$ cat src/rtl/bram_stream_dma_if.sv
// rtl/bram_stream_dma_if.sv - command, byte-stream and BRAM-port signals of the stream DMA engine
// slave is the engine side; master is the controller/stream/BRAM side.
interface bram_stream_dma_if #(
  parameter int cnt_width = 16
);
  logic                 cmd_start;
  logic                 cmd_dir;
  logic [15:0]          cmd_base;
  logic [cnt_width-1:0] cmd_words;
  logic                 busy;
  logic                 done;
  logic [7:0]           s_data;
  logic                 s_valid;
  logic                 s_ready;
  logic [7:0]           m_data;
  logic                 m_valid;
  logic                 m_ready;
  logic [15:0]          mem_a;
  logic [31:0]          mem_do;
  logic                 mem_we;
  logic [31:0]          mem_di;

  modport slave (
    input  cmd_start, cmd_dir, cmd_base, cmd_words,
    input  s_data, s_valid, m_ready, mem_di,
    output busy, done, s_ready, m_data, m_valid, mem_a, mem_do, mem_we
  );

  modport master (
    output cmd_start, cmd_dir, cmd_base, cmd_words,
    output s_data, s_valid, m_ready, mem_di,
    input  busy, done, s_ready, m_data, m_valid, mem_a, mem_do, mem_we
  );
endinterface

$ cat src/rtl/bram_stream_dma.sv
// rtl/bram_stream_dma.sv - byte-stream DMA: packs bytes into BRAM words (LOAD) or streams words out as bytes (DUMP)
// One 32-bit register serves as the packing buffer in LOAD and the output shift register in DUMP.
module bram_stream_dma #(
  parameter int cnt_width = 16
) (
  input  logic              clk,
  input  logic              rst,
  bram_stream_dma_if.slave  bus
);
  typedef enum logic [2:0] {IDLE, LOAD, WRITE, RDREQ, RDWAIT, SEND, DONE} state_t;

  state_t               state, state_nx;
  logic [15:0]          addr;
  logic [cnt_width-1:0] cnt;
  logic [31:0]          word;
  logic [1:0]           lane;
  logic                 last_word;

  assign last_word = (cnt == cnt_width'(1));

  always_ff @(posedge clk or negedge rst) begin
    if (!rst) state <= IDLE;
    else      state <= state_nx;
  end

  always_comb begin
    state_nx = state;
    case (state)
      IDLE: begin
        if (bus.cmd_start) begin
          if (bus.cmd_words == '0) state_nx = DONE;
          else if (bus.cmd_dir)    state_nx = RDREQ;
          else                     state_nx = LOAD;
        end
      end
      LOAD:   if (bus.s_valid && lane == 2'd3) state_nx = WRITE;
      WRITE:  state_nx = last_word ? DONE : LOAD;
      RDREQ:  state_nx = RDWAIT;
      RDWAIT: state_nx = SEND;
      SEND:   if (bus.m_ready && lane == 2'd3) state_nx = last_word ? DONE : RDREQ;
      DONE:   state_nx = IDLE;
      default: state_nx = IDLE;
    endcase
  end

  always_ff @(posedge clk or negedge rst) begin
    if (!rst) begin
      addr <= '0;
      cnt  <= '0;
      word <= '0;
      lane <= '0;
    end else begin
      case (state)
        IDLE: begin
          if (bus.cmd_start) begin
            addr <= {bus.cmd_base[15:2], 2'b00};
            cnt  <= bus.cmd_words;
            lane <= '0;
          end
        end
        LOAD: begin
          if (bus.s_valid) begin
            word[{lane, 3'b000} +: 8] <= bus.s_data;
            lane <= lane + 2'd1;
          end
        end
        WRITE: begin
          addr <= addr + 16'd4;
          cnt  <= cnt - cnt_width'(1);
        end
        RDWAIT: begin
          word <= bus.mem_di;
          lane <= '0;
        end
        SEND: begin
          // Lane 0 always sits in the low byte, so shifting presents the next byte.
          if (bus.m_ready) begin
            word <= {8'h00, word[31:8]};
            lane <= lane + 2'd1;
            if (lane == 2'd3) begin
              addr <= addr + 16'd4;
              cnt  <= cnt - cnt_width'(1);
            end
          end
        end
        default: ;
      endcase
    end
  end

  assign bus.busy    = (state != IDLE);
  assign bus.done    = (state == DONE);
  assign bus.s_ready = (state == LOAD);
  assign bus.m_valid = (state == SEND);
  assign bus.m_data  = word[7:0];
  assign bus.mem_a   = addr;
  assign bus.mem_do  = word;
  assign bus.mem_we  = (state == WRITE);
endmodule
$ cat src/flat_wrapper.sv
// flat-port wrapper written by rule: the top's interface ports become plain ports
module bram_stream_dma_flat 
#(
  parameter int cnt_width = 16
)
  (clk, rst, bus_cmd_start, bus_cmd_dir, bus_cmd_base, bus_cmd_words, bus_s_data, bus_s_valid, bus_m_ready, bus_mem_di, bus_busy, bus_done, bus_s_ready, bus_m_data, bus_m_valid, bus_mem_a, bus_mem_do, bus_mem_we);
  bram_stream_dma_if #(.cnt_width(cnt_width)) bus_i ();
  input  logic clk;
  input  logic rst;
  input wire logic [$bits(bus_i.cmd_start)-1:0] bus_cmd_start;
  input wire logic [$bits(bus_i.cmd_dir)-1:0] bus_cmd_dir;
  input wire logic [$bits(bus_i.cmd_base)-1:0] bus_cmd_base;
  input wire logic [$bits(bus_i.cmd_words)-1:0] bus_cmd_words;
  input wire logic [$bits(bus_i.s_data)-1:0] bus_s_data;
  input wire logic [$bits(bus_i.s_valid)-1:0] bus_s_valid;
  input wire logic [$bits(bus_i.m_ready)-1:0] bus_m_ready;
  input wire logic [$bits(bus_i.mem_di)-1:0] bus_mem_di;
  output wire logic [$bits(bus_i.busy)-1:0] bus_busy;
  output wire logic [$bits(bus_i.done)-1:0] bus_done;
  output wire logic [$bits(bus_i.s_ready)-1:0] bus_s_ready;
  output wire logic [$bits(bus_i.m_data)-1:0] bus_m_data;
  output wire logic [$bits(bus_i.m_valid)-1:0] bus_m_valid;
  output wire logic [$bits(bus_i.mem_a)-1:0] bus_mem_a;
  output wire logic [$bits(bus_i.mem_do)-1:0] bus_mem_do;
  output wire logic [$bits(bus_i.mem_we)-1:0] bus_mem_we;
  assign bus_i.cmd_start = bus_cmd_start;
  assign bus_i.cmd_dir = bus_cmd_dir;
  assign bus_i.cmd_base = bus_cmd_base;
  assign bus_i.cmd_words = bus_cmd_words;
  assign bus_i.s_data = bus_s_data;
  assign bus_i.s_valid = bus_s_valid;
  assign bus_i.m_ready = bus_m_ready;
  assign bus_i.mem_di = bus_mem_di;
  assign bus_busy = bus_i.busy;
  assign bus_done = bus_i.done;
  assign bus_s_ready = bus_i.s_ready;
  assign bus_m_data = bus_i.m_data;
  assign bus_m_valid = bus_i.m_valid;
  assign bus_mem_a = bus_i.mem_a;
  assign bus_mem_do = bus_i.mem_do;
  assign bus_mem_we = bus_i.mem_we;
  bram_stream_dma #(.cnt_width(cnt_width)) u_core (.clk(clk), .rst(rst), .bus(bus_i));
endmodule
$ cat config.mk
export PLATFORM = sky130hd
export DESIGN_NAME = bram_stream_dma_flat
export DESIGN_NICKNAME = d
export VERILOG_FILES = /design/src/rtl/bram_stream_dma_if.sv /design/src/rtl/bram_stream_dma.sv /design/src/flat_wrapper.sv
export SDC_FILE = /design/constraint.sdc
export NUM_CORES = 1
export LEC_CHECK = 0
export ABC_AREA = 1
export CAP_MARGIN = 25
export CORE_ASPECT_RATIO = 0.9
export CORE_MARGIN = 2
export CORE_UTILIZATION = 25
export CTS_CLUSTER_SIZE = 12
export DETAILED_ROUTE_END_ITERATION = 10
export GPL_ROUTABILITY_DRIVEN = 0
export MAX_ROUTING_LAYER = met4
export PLACE_DENSITY = 0.54
export SYNTH_ARGS = -nofsm -noshare
export SYNTH_HDL_FRONTEND = slang
export SYNTH_SLANG_ARGS = --single-unit
$ cat constraint.sdc
create_clock -name clk -period 1.7 [get_ports clk]
set_clock_uncertainty 0.05 [all_clocks]
set_input_delay 0.425 -clock clk [delete_from_list [all_inputs] [get_ports clk]]
set_output_delay 0.425 -clock clk [all_outputs]
set_load 0.02 [all_outputs]
* Word-level counts from Yosys, hierarchy flattened
Cells that the tools add are included.
** Storage, ports and cells
- Register bits :: 69
- Output and inout port bits :: 61
- Word-level logic and storage cells :: 61
** Cells by class
- $add $sub $neg :: 4
- Equality and inequality tests :: 14
- Shift operators :: 2
- Muxes and demuxes :: 24
- Reduce and logical (&&, ||, !) cells :: 12
** Operators with widths (count)
- $mux W16 :: 6
- $pmux W16 S3 :: 2
- $pmux W32 S3 :: 1
- $mux W32 :: 2
- $bwmux W32 :: 1
- $shift A8 B7 Y32 const A :: 1
- $shiftx A8 B7 Y32 :: 1
- $mux W3 :: 6
- $pmux W3 S6 :: 1
- $add A16 B3 Y16 const B :: 1
- $eq A16 B1 Y1 const B :: 1
- $logic_not A16 Y1 :: 1
- $sub A16 B1 Y16 const B :: 1
- $eq A3 B3 Y1 const B :: 3
- $reduce_bool A3 Y1 :: 3
- $mux W2 :: 4
- $pmux W2 S4 :: 1
- $reduce_and A4 Y1 :: 2
- $neg A5 Y7 :: 1
- $eq A3 B2 Y1 const B :: 2
- $ne A2 B1 Y1 const B :: 3
- $ne A2 B2 Y1 const B :: 3
- $reduce_and A3 Y1 :: 2
- $reduce_bool A4 Y1 :: 1
- 5 further kinds :: 6

* Longest topological paths before layout
Gate-level depths: netlist of the first run.
- Word-level depth :: 5
- Mapped depth :: 11

* Worst setup path before layout of the first run
No wires, ideal clock.
- Path kind :: register to register
- Start point :: reg u_core.state[1]
- End point :: reg u_core.word[14], in the netlist u_core.bus.mem_do[14]
- Library setup time :: 0.126 ns
- Arrival :: 1.515 ns
- Path slack :: 0.009 ns
- Cell stages (with the launch flop) :: 10
- Path buffers :: 1
- Period minus slack after synthesis :: 1.691 ns
- Path through :: dfrtp_1 inv_1 nand2_2 nor2_1 nand2_2 nand3_4 nor2_4 buf_6 nand2_1 o21ai_0
** Between the ends
- Longest elaborated chain between the ends :: 3
- Elaborated cells between the ends (all ways) :: 8
- Those cells by class :: 5 x eq/ne; 1 x mux; 2 x reduce/logical
** RTL lines
- start, declared :: RTL line bram_stream_dma.sv:12 : state_t state, state_nx;
- start signal, assigned :: RTL line bram_stream_dma.sv:23 : else state <= state_nx;
- $eq A3 B1 Y1 *
- net bus_s_ready :: RTL line flat_wrapper.sv:20 : output wire logic [$bits(bus_i.s_ready)-1:0] bus_s_ready;
- $ne A2 B2 Y1 (no line) or $reduce_bool A3 Y1 (tied branches)
- $reduce_and A3 Y1 (no line)
- end signal, assigned by index :: RTL line bram_stream_dma.sv:63 : word[{lane, 3'b000} +: 8] <= bus.s_data;
- end signal, assigned :: RTL line bram_stream_dma.sv:72 : word <= bus.mem_di;
- end signal, assigned :: RTL line bram_stream_dma.sv:78 : word <= {8'h00, word[31:8]};
- end, declared :: RTL line bram_stream_dma.sv:15 : logic [31:0] word;
The timed path passes the listed nets; every way through them passes the cells marked *.
A chain may end at the register's enable or synchronous reset.

* Worst setup path in the final report of the first run
- Start point :: reg u_core.state[1]
- End point :: out bus_m_valid
** Between the ends
- Longest elaborated chain between the ends :: 1
** RTL lines
- $eq A3 B3 Y1 :: RTL line bram_stream_dma.sv:94 : assign bus.m_valid = (state == SEND);
- end, declared :: RTL line flat_wrapper.sv:22 : output wire logic [$bits(bus_i.m_valid)-1:0] bus_m_valid;
Every way passes these cells.

==> results of run 1 <==
## registers in the layout, indices dropped and copies added (netlist names)
name and flops:
u_core.bus.mem_a 14, u_core.bus.mem_do 32, u_core.cnt 16, u_core.lane 2, u_core.state 3
## cell usage in the layout (no fill, tap or decap), drive strengths merged
cell / synthesis / final
nand3b: 3 / 3
xnor2: 2 / 2
dfrtp: 67 / 67
clkinvlp: 0 / 4
nor3: 5 / 5
clkdlybuf4s50: 0 / 74
nand4: 8 / 8
clkinv: 0 / 3
ha: 9 / 9
or2: 3 / 3
nor2: 114 / 115
a21o: 1 / 1
nand3: 55 / 55
a21oi: 1 / 1
o21bai: 2 / 2
inv: 74 / 73
buf: 30 / 78
dlygate4sd2: 0 / 54
xor2: 2 / 2
nand2: 286 / 286
o21ai: 84 / 84
clkbuf: 1 / 14
conb: 1 / 2
## per-stage QoR
| step | utilization, % | setup TNS (ps) |
|---|---|---|
| global placement | 36.0 | -4300 |
| global route | 41.5 | -6030 |
| finish | 41.5 | -2010 |
| floorplan | - | 0 |
| CTS | 38.3 | -3580 |
| detailed placement | 36.0 | -4540 |
## critical path, cell delays in order, from the launching register on
cell and delay (ps):
dfrtp_1 400, inv_2 80, nand2_2 60, buf_6 130, nor2_4 110, buf_6 120, buf_6 110
## cells by family (layout without fill, tap and decap cells)
| kind of cell | count (synthesis) | count (layout) | share of synthesized area, % |
|---|---|---|---|
| AND/OR/NAND/NOR | 474 | 475 | 41.6 |
| buffers and inverters | 105 | 300 | 10.4 |
| AO/OA/AOI/OAI | 88 | 88 | 9.51 |
| flip-flops | 67 | 67 | 35.3 |
| adder cells (fa/ha/maj) | 9 | 9 | 2.37 |
| XOR/XNOR | 4 | 4 | 0.738 |
| other | 1 | 2 | 0.0790 |
## routing by layer
layer | part of all wire, % | vias up | global-route usage, % | wire (um)
met1 | 48 | 2479 | 25.0 | 8600
li1 | - | 2731 | - | -
met2 | 47 | 123 | 26.9 | 8320
met4 | 1.3 | 0 | 3.70 | 231
met5 | 0 | - | - | 0
met3 | 4.1 | 14 | 3.11 | 734
## final cells by class
type | count | area, um^2 | share of cell area [%]
flip-flops and latches | 67 | 1680 | 21.8
multi-input cells | 578 | 2990 | 38.9
repair buffers | 210 | 2130 | 27.8
inverters | 74 | 299 | 3.89
clock buffers | 10 | 239 | 3.11
repair inverters | 1 | 7.51 | 0.0977
well taps | 245 | 307 | 3.99
clock inverters | 5 | 30.0 | 0.391
## timing repair
action	CTS	global route
endpoints found under the setup margin	95	72
pin swaps	2	24
hold buffers	0	0
hold endpoints to repair	0	0
buffers inserted	4	12
resized for setup	100	143
cloned	5	5
## worst min-delay path by stage
stage | startpoint | end | depth (start not counted)
final | rst | u_core.bus.mem_a[2] | 2
after global routing | rst | u_core.bus.mem_a[5] | 2
after CTS | rst | u_core.bus.mem_a[5] | 2
after detailed placement | rst | u_core.bus.mem_a[2] | 2
after global placement | rst | u_core.bus.mem_a[2] | 2
after floorplan | rst | u_core.bus.mem_a[10] | 0
## power breakdown
| group | switching [mW] | internal (mW) | leakage (nW) | total [mW] |
|---|---|---|---|---|
| Combinational | 5.35 | 3.82 | 2.75 | 9.17 |
| Clock | 0.736 | 1.01 | 0.130 | 1.75 |
| Sequential | 0.711 | 2.38 | 0.870 | 3.09 |
| Total | 6.80 | 7.21 | 3.75 | 14.0 |
==> impl_summary.log, run 1 <==
INFO  metric worstRegToRegCells = 10
INFO  metric hold_violations = 0
INFO  metric clk_pin_slew_worst_paths = 50 ps
INFO  metric ranking_of_synthesized_cells_by_instance_count = 281 x nand2_1, 108 x nor2_1, 79 x o21ai_0
INFO  metric yosys_warning_count = 0
INFO  metric dp.final_hpwl = ~12 mm
INFO  metric routed_via_density = 4.49
INFO  metric setup_violations = 34
INFO  metric worstPathArrival = 1350 ps
INFO  metric ant_nets = 0
INFO  metric reg_to_reg_end = u_core.cnt[7]
INFO  metric setup.reg_to_reg.worst_slack = -110 ps
INFO  metric run_status = finished, violations left
INFO  metric clock-sinks = between 60 and 70
INFO  metric cts_root_buf = clkbuf_16
INFO  metric numPortBuffers = 134
INFO  metric async_reset_ff_share = 100%
INFO  metric grt_remaining_overflow = 0
INFO  metric critPathMaxFanout = 3
INFO  metric layout_min_cycle_time = around 1800 ps
INFO  metric final.fill_count = ~2000
INFO  metric failed_checks = negative setup slack
INFO  metric numCtsBuffers = 9
INFO  metric power_density = about 1800 nW/um^2
INFO  metric synth_cells = 748
INFO  metric max_cap_viol_count = 0
INFO  metric insertion_delay = 340 ps
INFO  metric initial_core_util = 25.6%
INFO  metric synth_cell_type_count = 31
INFO  metric cts_tree = yes
INFO  metric final_layout_size_suffix_gt1_share = 21.5%
INFO  metric chipHeight = 135 um
INFO  metric antennaDiodeCount = 0
INFO  metric hold_ws = between 50 and 60 ps
INFO  metric cp-end-kind = output pin
INFO  metric worst_ep_required_time = around 1200 ps
INFO  metric drv_slew = 0
INFO  metric dp_area = approximately 6700 um^2
INFO  metric yosys_register_bits = 67
INFO  metric cell_with_the_most_instances_after_synthesis = nand2_1
INFO  metric number_of_top_level_pins = 139
INFO  metric mappedNetlistArea = 4750 um^2
INFO  metric detailedRoute.firstIterationViolations = 391
INFO  metric grt_setup_unrepaired = yes
INFO  metric yosysTopAreaCell = dfrtp_1
INFO  metric layout.cell_area.non_filler = 7680 um^2
INFO  metric grt_use_total = ~18%
INFO  metric synth.yosys.seq_area_share = 35.3%
INFO  metric hold_class = input port to async pin
INFO  metric worstReg2RegStart = u_core.state[1]
INFO  metric p_leak = 3.75 nW
INFO  metric areaGrowthSynthToFinish = 61.8%
INFO  metric rows = 47
INFO  metric pin_count_of_the_biggest_net_entering_global_routing = 68
INFO  metric final_min_period_over_clock_period = 107%
INFO  metric drt_wl_total = 17.9 mm
INFO  metric cts_max_level = 3
INFO  metric fmax = 548 MHz
INFO  metric criticalPathCategory = register to output pin
INFO  metric post-route-worst-setup-slack = -126 ps
INFO  metric critical_path.startpoint = u_core.state[1]
INFO  metric design.die.area = 20100 um^2
INFO  metric worst_setup_path_start_kind = register
INFO  metric first_global_vias = 5031
INFO  metric total_power = 14.0 mW
INFO  metric drt_pass1_iterations = 5
INFO  metric ys.flop_type = dfrtp_1
INFO  metric post_synth.cell_area_avg = 6.35 um^2
INFO  metric core = between 15000 and 20000 um^2
INFO  metric die_width = about 150 um
INFO  metric synth_largest_type_area_fraction = a little over a third
INFO  metric placement.setup.worst_slack = -194 ps
INFO  metric drc = 0
INFO  metric synth_top_cells_by_area = dfrtp_1 35%, nand2_1 22%, nor2_1 8.5%, o21ai_0 8.3%, nand3_1 5.6%
INFO  metric cts_buffer_depth = 2
INFO  metric final_net_count = ~1000
INFO  metric post_dr_wirelength_cell = 15.0 um
INFO  metric synth_enable_flop_cells = 0
INFO  metric critPathCapture = bus_m_valid
INFO  metric layout.cells.non_filler = between 1000 and 1500
INFO  metric grt_pass1_wl = 27.0 mm
INFO  metric antenna_found_initial = 0
INFO  metric placed_cells = 1149
INFO  metric ir_drop = 702 uV
INFO  metric num_vias = 5347
(Power assumes the default switching activity.)
==> inputs of run 2 (changes only) <==
ABC_AREA = 0   (was 1)
PLACE_DENSITY = 0.56   (was 0.54)
==> run 2 against run 1 <==
The flow still finishes with violations (negative setup slack). Setup slack worse by 99 ps. Design area fell by 1.2%. Clock power is 15% higher. Area after synthesis shrank 15%. Register-to-register slack worse by 120 ps. Largest cell class unchanged. Largest power group unchanged.
==> impl_summary.log, run 2 <==
INFO  metric final_layout_size_suffix_gt1_share = around 37%
INFO  metric num_vias = 4780
INFO  metric worst_setup_path_start_kind = register
INFO  metric total_power = 13.8 mW
INFO  metric grt_pass1_wl = approximately 24 mm
INFO  metric p_leak = roughly 3.1 nW
INFO  metric synth.yosys.seq_area_share = 41.6%
INFO  metric routed_via_density = 5.26
INFO  metric ranking_of_synthesized_cells_by_instance_count = 71 x a21oi_1, 68 x nor2_1, 67 x dfrtp_1
INFO  metric layout.cell_area.non_filler = 7590 um^2
INFO  metric die_width = ~140 um
INFO  metric cp-end-kind = register
INFO  metric yosysTopAreaCell = dfrtp_1
INFO  metric yosys_register_bits = 67
INFO  metric ant_nets = 0
INFO  metric design.die.area = 17200 um^2
INFO  metric clkPwrFrac = 14.6%
INFO  metric placement.setup.worst_slack = -458 ps
INFO  metric insertion_delay = 340 ps
INFO  metric criticalPathCategory = register to register
INFO  metric setup_violations = 69
INFO  metric layout.cells.most_common = buf_4
INFO  metric fmax = about 520 MHz
INFO  metric yosys_warning_count = 0
INFO  metric post_synth.cell_area_avg = 8.71 um^2
INFO  metric synth_enable_flop_cells = 0
INFO  metric max_cap_viol_count = 0
INFO  metric chipHeight = 124 um
INFO  metric antennaDiodeCount = 0
INFO  metric cts_tree = yes
INFO  metric combPwrFrac = roughly 62%
INFO  metric drt_wl_total = 15.7 mm
INFO  metric final_min_period_over_clock_period = 113%
INFO  metric post_dr_wirelength_cell = 17.3 um
INFO  metric power.switching = a little under 6 mW
INFO  metric rows = 44
INFO  metric first_global_vias = roughly 4800
INFO  metric cell_with_the_most_instances_after_synthesis = a21oi_1
INFO  metric clock-sinks = 67
INFO  metric ir_drop = 1080 uV
INFO  metric drt_pass1_iterations = 6
INFO  metric numCtsBuffers = 9
INFO  metric grt_use_total = 18.4%
INFO  metric grt_remaining_overflow = 0
INFO  metric power.share.sequential = 23.2%
INFO  metric number_of_top_level_pins = 139
INFO  metric final.setup.tns = -6190 ps
INFO  metric numPortBuffers = 134
INFO  metric final_core_util = 47.5%
INFO  metric largest_register_ffs = 32
INFO  metric cts_max_level = 3
INFO  metric clk_pin_slew_worst_paths = 60 ps
INFO  metric internal_power = about 7.9 mW
INFO  metric mappedNetlistArea = slightly above 4000 um^2
INFO  metric hold_violations = 0
INFO  metric antenna_found_initial = 0
INFO  metric initial_core_util = 25.3%
INFO  metric cts_buffer_depth = 2
INFO  metric pin_count_of_the_biggest_net_entering_global_routing = 68
INFO  metric layout_min_cycle_time = ~1900 ps
INFO  metric grt_setup_unrepaired = yes
INFO  metric power_density = 1820 nW/um^2
INFO  metric detailedRoute.firstIterationViolations = 336
INFO  metric areaGrowthSynthToFinish = 88.3%
INFO  metric final_net_count = ~780
INFO  metric drc = 0
INFO  metric synth_largest_type_area_fraction = around two fifths
INFO  metric critPathMaxFanout = 6
INFO  metric drv_slew = 0
INFO  metric post-route-worst-setup-slack = -225 ps
INFO  metric final_cell_mix = 80 x buf_4, 70 x clkdlybuf4s50_1, 64 x dfrtp_1, 57 x dlygate4sd2_1, 55 x nor2_1
INFO  metric sw_share = 42.8%
INFO  metric hold_class = input port to async pin
INFO  metric dp_area = 6230 um^2
INFO  metric core = roughly 16000 um^2
INFO  metric cts_root_buf = clkbuf_16
INFO  metric async_reset_ff_share = 100%
INFO  metric worstPathArrival = 2100 ps
INFO  metric synth_top_cells_by_area = dfrtp_1 42%, a21oi_1 8.8%, nor2_1 6.3%, a222oi_1 6.0%, o21ai_0 3.4%
INFO  metric synth_cell_type_count = 50
INFO  metric worst_ep_required_time = 1870 ps
INFO  metric failed_checks = negative setup slack
INFO  metric dp.final_hpwl = 10.1 mm
INFO  metric synth_cells = 463
INFO  metric run_status = finished, violations left
INFO  metric ys.flop_type = dfrtp_1
==> run 2: changes by cell type in the layout (fill, tap and decap cells not counted), moves of 22 or more <==
| cell | previous run | this run |
|---|---|---|
| a21oi_1 | 1 | 53 |
| a222oi_1 | 0 | 24 |
| buf_4 | 45 | 80 |
| inv_1 | 63 | 4 |
| nand2_1 | 258 | 26 |
| nand3_1 | 43 | 13 |
| o21ai_0 | 51 | 11 |
| o21ai_1 | 30 | 8 |
==> run 2: power groups by stage <==
| stage | clock network, mW | logic [mW] | registers [mW] |
|---|---|---|---|
| 2_1_floorplan | 0 | 3.27 | 3.76 |
| 3_3_place_gp | 0 | 6.95 | 3.14 |
| 3_5_place_dp | 0 | 7.06 | 3.17 |
| 4_1_cts | 2.07 | 8.25 | 3.13 |
| 5_1_grt | 2.13 | 9.24 | 3.32 |
| 6_report | 2.01 | 8.58 | 3.20 |
==> run 2: final cells by class <==
class,instances,area [um^2]
Clock buffer,9,225
Clock inverter,7,92.6
Fill cell,1525,8370
Inverter,6,22.5
Multi-Input combinational cell,350,2680
Sequential cell,67,1680
Tap cell,207,259
Timing Repair Buffer,262,2630
==> run 2: worst max-delay path, cell delays in order, from the launching register on <==
cell and delay [ps]:
dfrtp_1 380, buf_6 120, and3b_2 240, buf_6 120
or2_4 260, buf_12 160, buf_8 130, nor2_4 80
a31oi_1 60, o22a_1 210
==> run 2: logic make-up (layout without fill, tap and decap cells) <==
logic type	Yosys count	after routing	share of synthesized area [%]
other	1	2	0.0930
AND/OR/NAND/NOR	163	163	19.9
adder cells (fa/ha/maj)	9	9	2.79
multiplexers	1	1	0.279
AO/OA/AOI/OAI	175	175	28.5
buffers and inverters	47	284	6.80
flip-flops	67	67	41.6
==> run 2: timing repair <==
action,in CTS,in global routing
cloned,9,0
endpoints found under the hold margin,0,0
pin swaps,74,29
buffers inserted,23,12
resized for setup,211,52
setup endpoints to repair,124,73
hold buffers,0,0
==> run 2: routing by layer <==
layer	part of all wire, %	routed length [um]	global-route usage (%)
met1	40	6310	22.4
met2	50	7850	30.8
met3	7.8	1230	3.91
met4	1.9	300	4.98
met5	0	0	-
==> run 2: final timing paths <==
path / start / to / slack (ps) / depth (start not counted)
min reg2reg: u_core.cnt[9] / u_core.cnt[9] / 480 / 1
max: u_core.state[0] / u_core.cnt[2] / -230 / 9
min: rst / u_core.bus.mem_do[24] / 50 / 2
max in group asynchronous: rst / u_core.cnt[0] / 1210 / 2
min in group clk: u_core.cnt[9] / u_core.cnt[9] / 480 / 1
max reg2reg: u_core.state[0] / u_core.cnt[2] / -230 / 9
==> run 2: through the flow <==
| step | hold slack [ps] | cells |
|---|---|---|
| 6_report | 53.1 | 908 |
| 5_1_grt | 84.4 | 908 |
| 4_1_cts | 67.6 | 899 |
| 3_5_place_dp | 433 | 851 |
| 3_3_place_gp | 434 | 851 |
| 2_1_floorplan | 79.4 | 464 |
==> inputs of run 3 (changes only) <==
HOLD_SLACK_MARGIN = 0.12   (was default)
SLEW_MARGIN = 0   (was default)
==> run 3 against run 2 <==
The run still ends with negative setup slack left. Final cell count grew 0.11%. Sequential cell count stayed put. Setup slack about the same. Die area stayed put. First-iteration DRC count increased by 3.9%. Design area rose by 0.13%. Non-clock buffer count grew 1. Core utilization is 0.063 points higher. Via count grew 0.23%. Power is essentially flat. Critical endpoint unchanged. Highest routed layer unchanged.
==> impl_summary.log, run 3 (synthesis gave the netlist of run 2 again) <==
INFO  metric numPortBuffers = 134
INFO  metric fmax = 520 MHz
INFO  metric combPwrFrac = a little over 60%
INFO  metric ir_drop = ~1100 uV
INFO  metric post_dr_wirelength_cell = 17.3 um
INFO  metric max_cap_viol_count = 0
INFO  metric power_density = around 1800 nW/um^2
INFO  metric antennaDiodeCount = 0
INFO  metric setup_violations = 69
INFO  metric cts_buffer_depth = 2
INFO  metric chipHeight = 124 um
INFO  metric num_vias = 4791
INFO  metric final_layout_size_suffix_gt1_share = ~37%
INFO  metric cts_root_buf = clkbuf_16
INFO  metric worstReg2RegStart = u_core.state[0]
INFO  metric hp-start = u_core.cnt[9]
INFO  metric grt_pass1_wl = around 24 mm
INFO  metric worstRegToRegCells = 9
INFO  metric antenna_found_initial = 0
INFO  metric power.share.sequential = 23.2%
INFO  metric cp-end-kind = register
INFO  metric detailedRoute.firstIterationViolations = 349
INFO  metric placed_cells = 851
INFO  metric internal_power = 7.89 mW
INFO  metric post-route-worst-setup-slack = -225 ps
INFO  metric first_global_vias = 4757
INFO  metric drt_wl_total = 15.7 mm
INFO  metric numCtsBuffers = 9
INFO  metric reg_to_reg_end = u_core.cnt[2]
INFO  metric die_width = approximately 140 um
INFO  metric areaGrowthSynthToFinish = 88.5%
INFO  metric power.switching = about 6 mW
INFO  metric rows = 44
INFO  metric setup.reg_to_reg.worst_slack = -220 ps
INFO  metric hold-path-endpoint = u_core.cnt[9]
INFO  metric final_net_count = about 780
INFO  metric criticalPathCategory = register to register
INFO  metric design.die.area = 17200 um^2
INFO  metric insertion_delay = 340 ps
INFO  metric ant_nets = 0
INFO  metric cts_max_level = 3
INFO  metric largest_register_ffs = 32
INFO  metric whs_path_depth = 1
INFO  metric pin_count_of_the_biggest_net_entering_global_routing = 68
INFO  metric p_leak = 3.07 nW
INFO  metric drv_slew = 0
INFO  metric layout.cells.most_common = buf_4
INFO  metric layout.cells.non_filler = 909
INFO  metric layout_min_cycle_time = 1920 ps
INFO  metric routed_via_density = 5.27
INFO  metric sw_share = between 40% and 50%
INFO  metric hold_ws = 483 ps
INFO  metric worst_ep_required_time = approximately 1900 ps
INFO  metric critical_path.startpoint = u_core.state[0]
INFO  metric grt_use_total = 18.4%
INFO  metric hold_violations = 0
INFO  metric dp.final_hpwl = about 10 mm
INFO  metric number_of_top_level_pins = 139
INFO  metric initial_core_util = 25.3%
INFO  metric clk_pin_slew_worst_paths = about 60 ps
INFO  metric grt_setup_unrepaired = yes
INFO  metric final_cell_mix = 80 x buf_4, 70 x clkdlybuf4s50_1, 64 x dfrtp_1, 57 x dlygate4sd2_1, 55 x nor2_1
INFO  metric worstPathArrival = 2100 ps
INFO  metric critPathMaxFanout = 6
INFO  metric hold_class = register to register
INFO  metric drt_pass1_iterations = 10
INFO  metric clock-sinks = 67
INFO  metric failed_checks = negative setup slack
INFO  metric drc = 0
INFO  metric run_status = finished, violations left
INFO  metric clkPwrFrac = 14.6%
INFO  metric worst_setup_path_start_kind = register
INFO  metric cts_tree = yes
INFO  metric core = roughly 16000 um^2
INFO  metric final_min_period_over_clock_period = 113%
INFO  metric grt_remaining_overflow = 0
-- run 3: cell count changes in the layout (fill, tap and decap cells not counted) --
cell           before  now
dlygate4sd3_1       0    1
-- run 3: what timing repair did --
action | CTS | global route
cloned | 9 | 0
pin swaps | 74 | 29
endpoints found under the setup margin | 124 | 73
resized for setup | 211 | 52
endpoints found under the hold margin | 67 | 0
hold buffers | 1 | 0
buffers inserted | 23 | 12
-- run 3: critical path: stages (launching register included) --
cell     delay [ps]
dfrtp_1         380
buf_6           120
and3b_2         240
buf_6           120
or2_4           260
buf_12          160
buf_8           130
nor2_4           80
a31oi_1          60
o22a_1          210
-- run 3: final cells by class --
| cell class | instances | area, um^2 |
|---|---|---|
| clock buffer | 9 | 225 |
| clock inverter | 7 | 92.6 |
| fill | 1524 | 8360 |
| inverter | 6 | 22.5 |
| multi-input combinational | 350 | 2680 |
| sequential | 67 | 1680 |
| tap | 207 | 259 |
| timing repair buffer | 263 | 2640 |
-- run 3: power by group through the flow --
stage               Sequential, mW  Clock (mW)  Combinational [mW]
finish                        3.21        2.01                8.58
global route                  3.32        2.13                9.24
CTS                           3.13        2.07                8.25
detailed placement            3.17           0                7.06
global placement              3.14           0                6.95
floorplan                     3.76           0                3.27
-- run 3: stage by stage --
stage / cell area, um^2 / setup TNS, ps / utilization, % / worst slack (ps) / power [mW]
global route: 7600 / -12200 / 47.6 / -296 / 14.7
detailed placement: 6230 / -22020 / 39.0 / -458 / 10.2
finish: 7600 / -6230 / 47.6 / -225 / 13.8
global placement: 6230 / -20950 / 39.0 / -446 / 10.1
CTS: 7370 / -6880 / 46.2 / -236 / 13.5
floorplan: 4120 / -511 / - / -113 / 7.03
-- run 3: how the worst max path moves through the flow --
stage,slack [ps],endpoint,depth (start not counted)
floorplan,-110,u_core.bus.mem_a[15],8
global placement,-450,u_core.state[2],6
detailed placement,-460,u_core.state[0],6
CTS,-240,u_core.cnt[2],9
global route,-300,u_core.bus.mem_a[14],10
finish,-220,u_core.cnt[2],9
-- run 3: layer usage --
layer | track usage, % | routed length, um | vias to the layer above
met5 | - | 0 | -
met3 | 3.91 | 1240 | 30
met2 | 30.8 | 7840 | 222
met4 | 4.98 | 306 | 0
met1 | 22.4 | 6340 | 2330
li1 | - | - | 2209
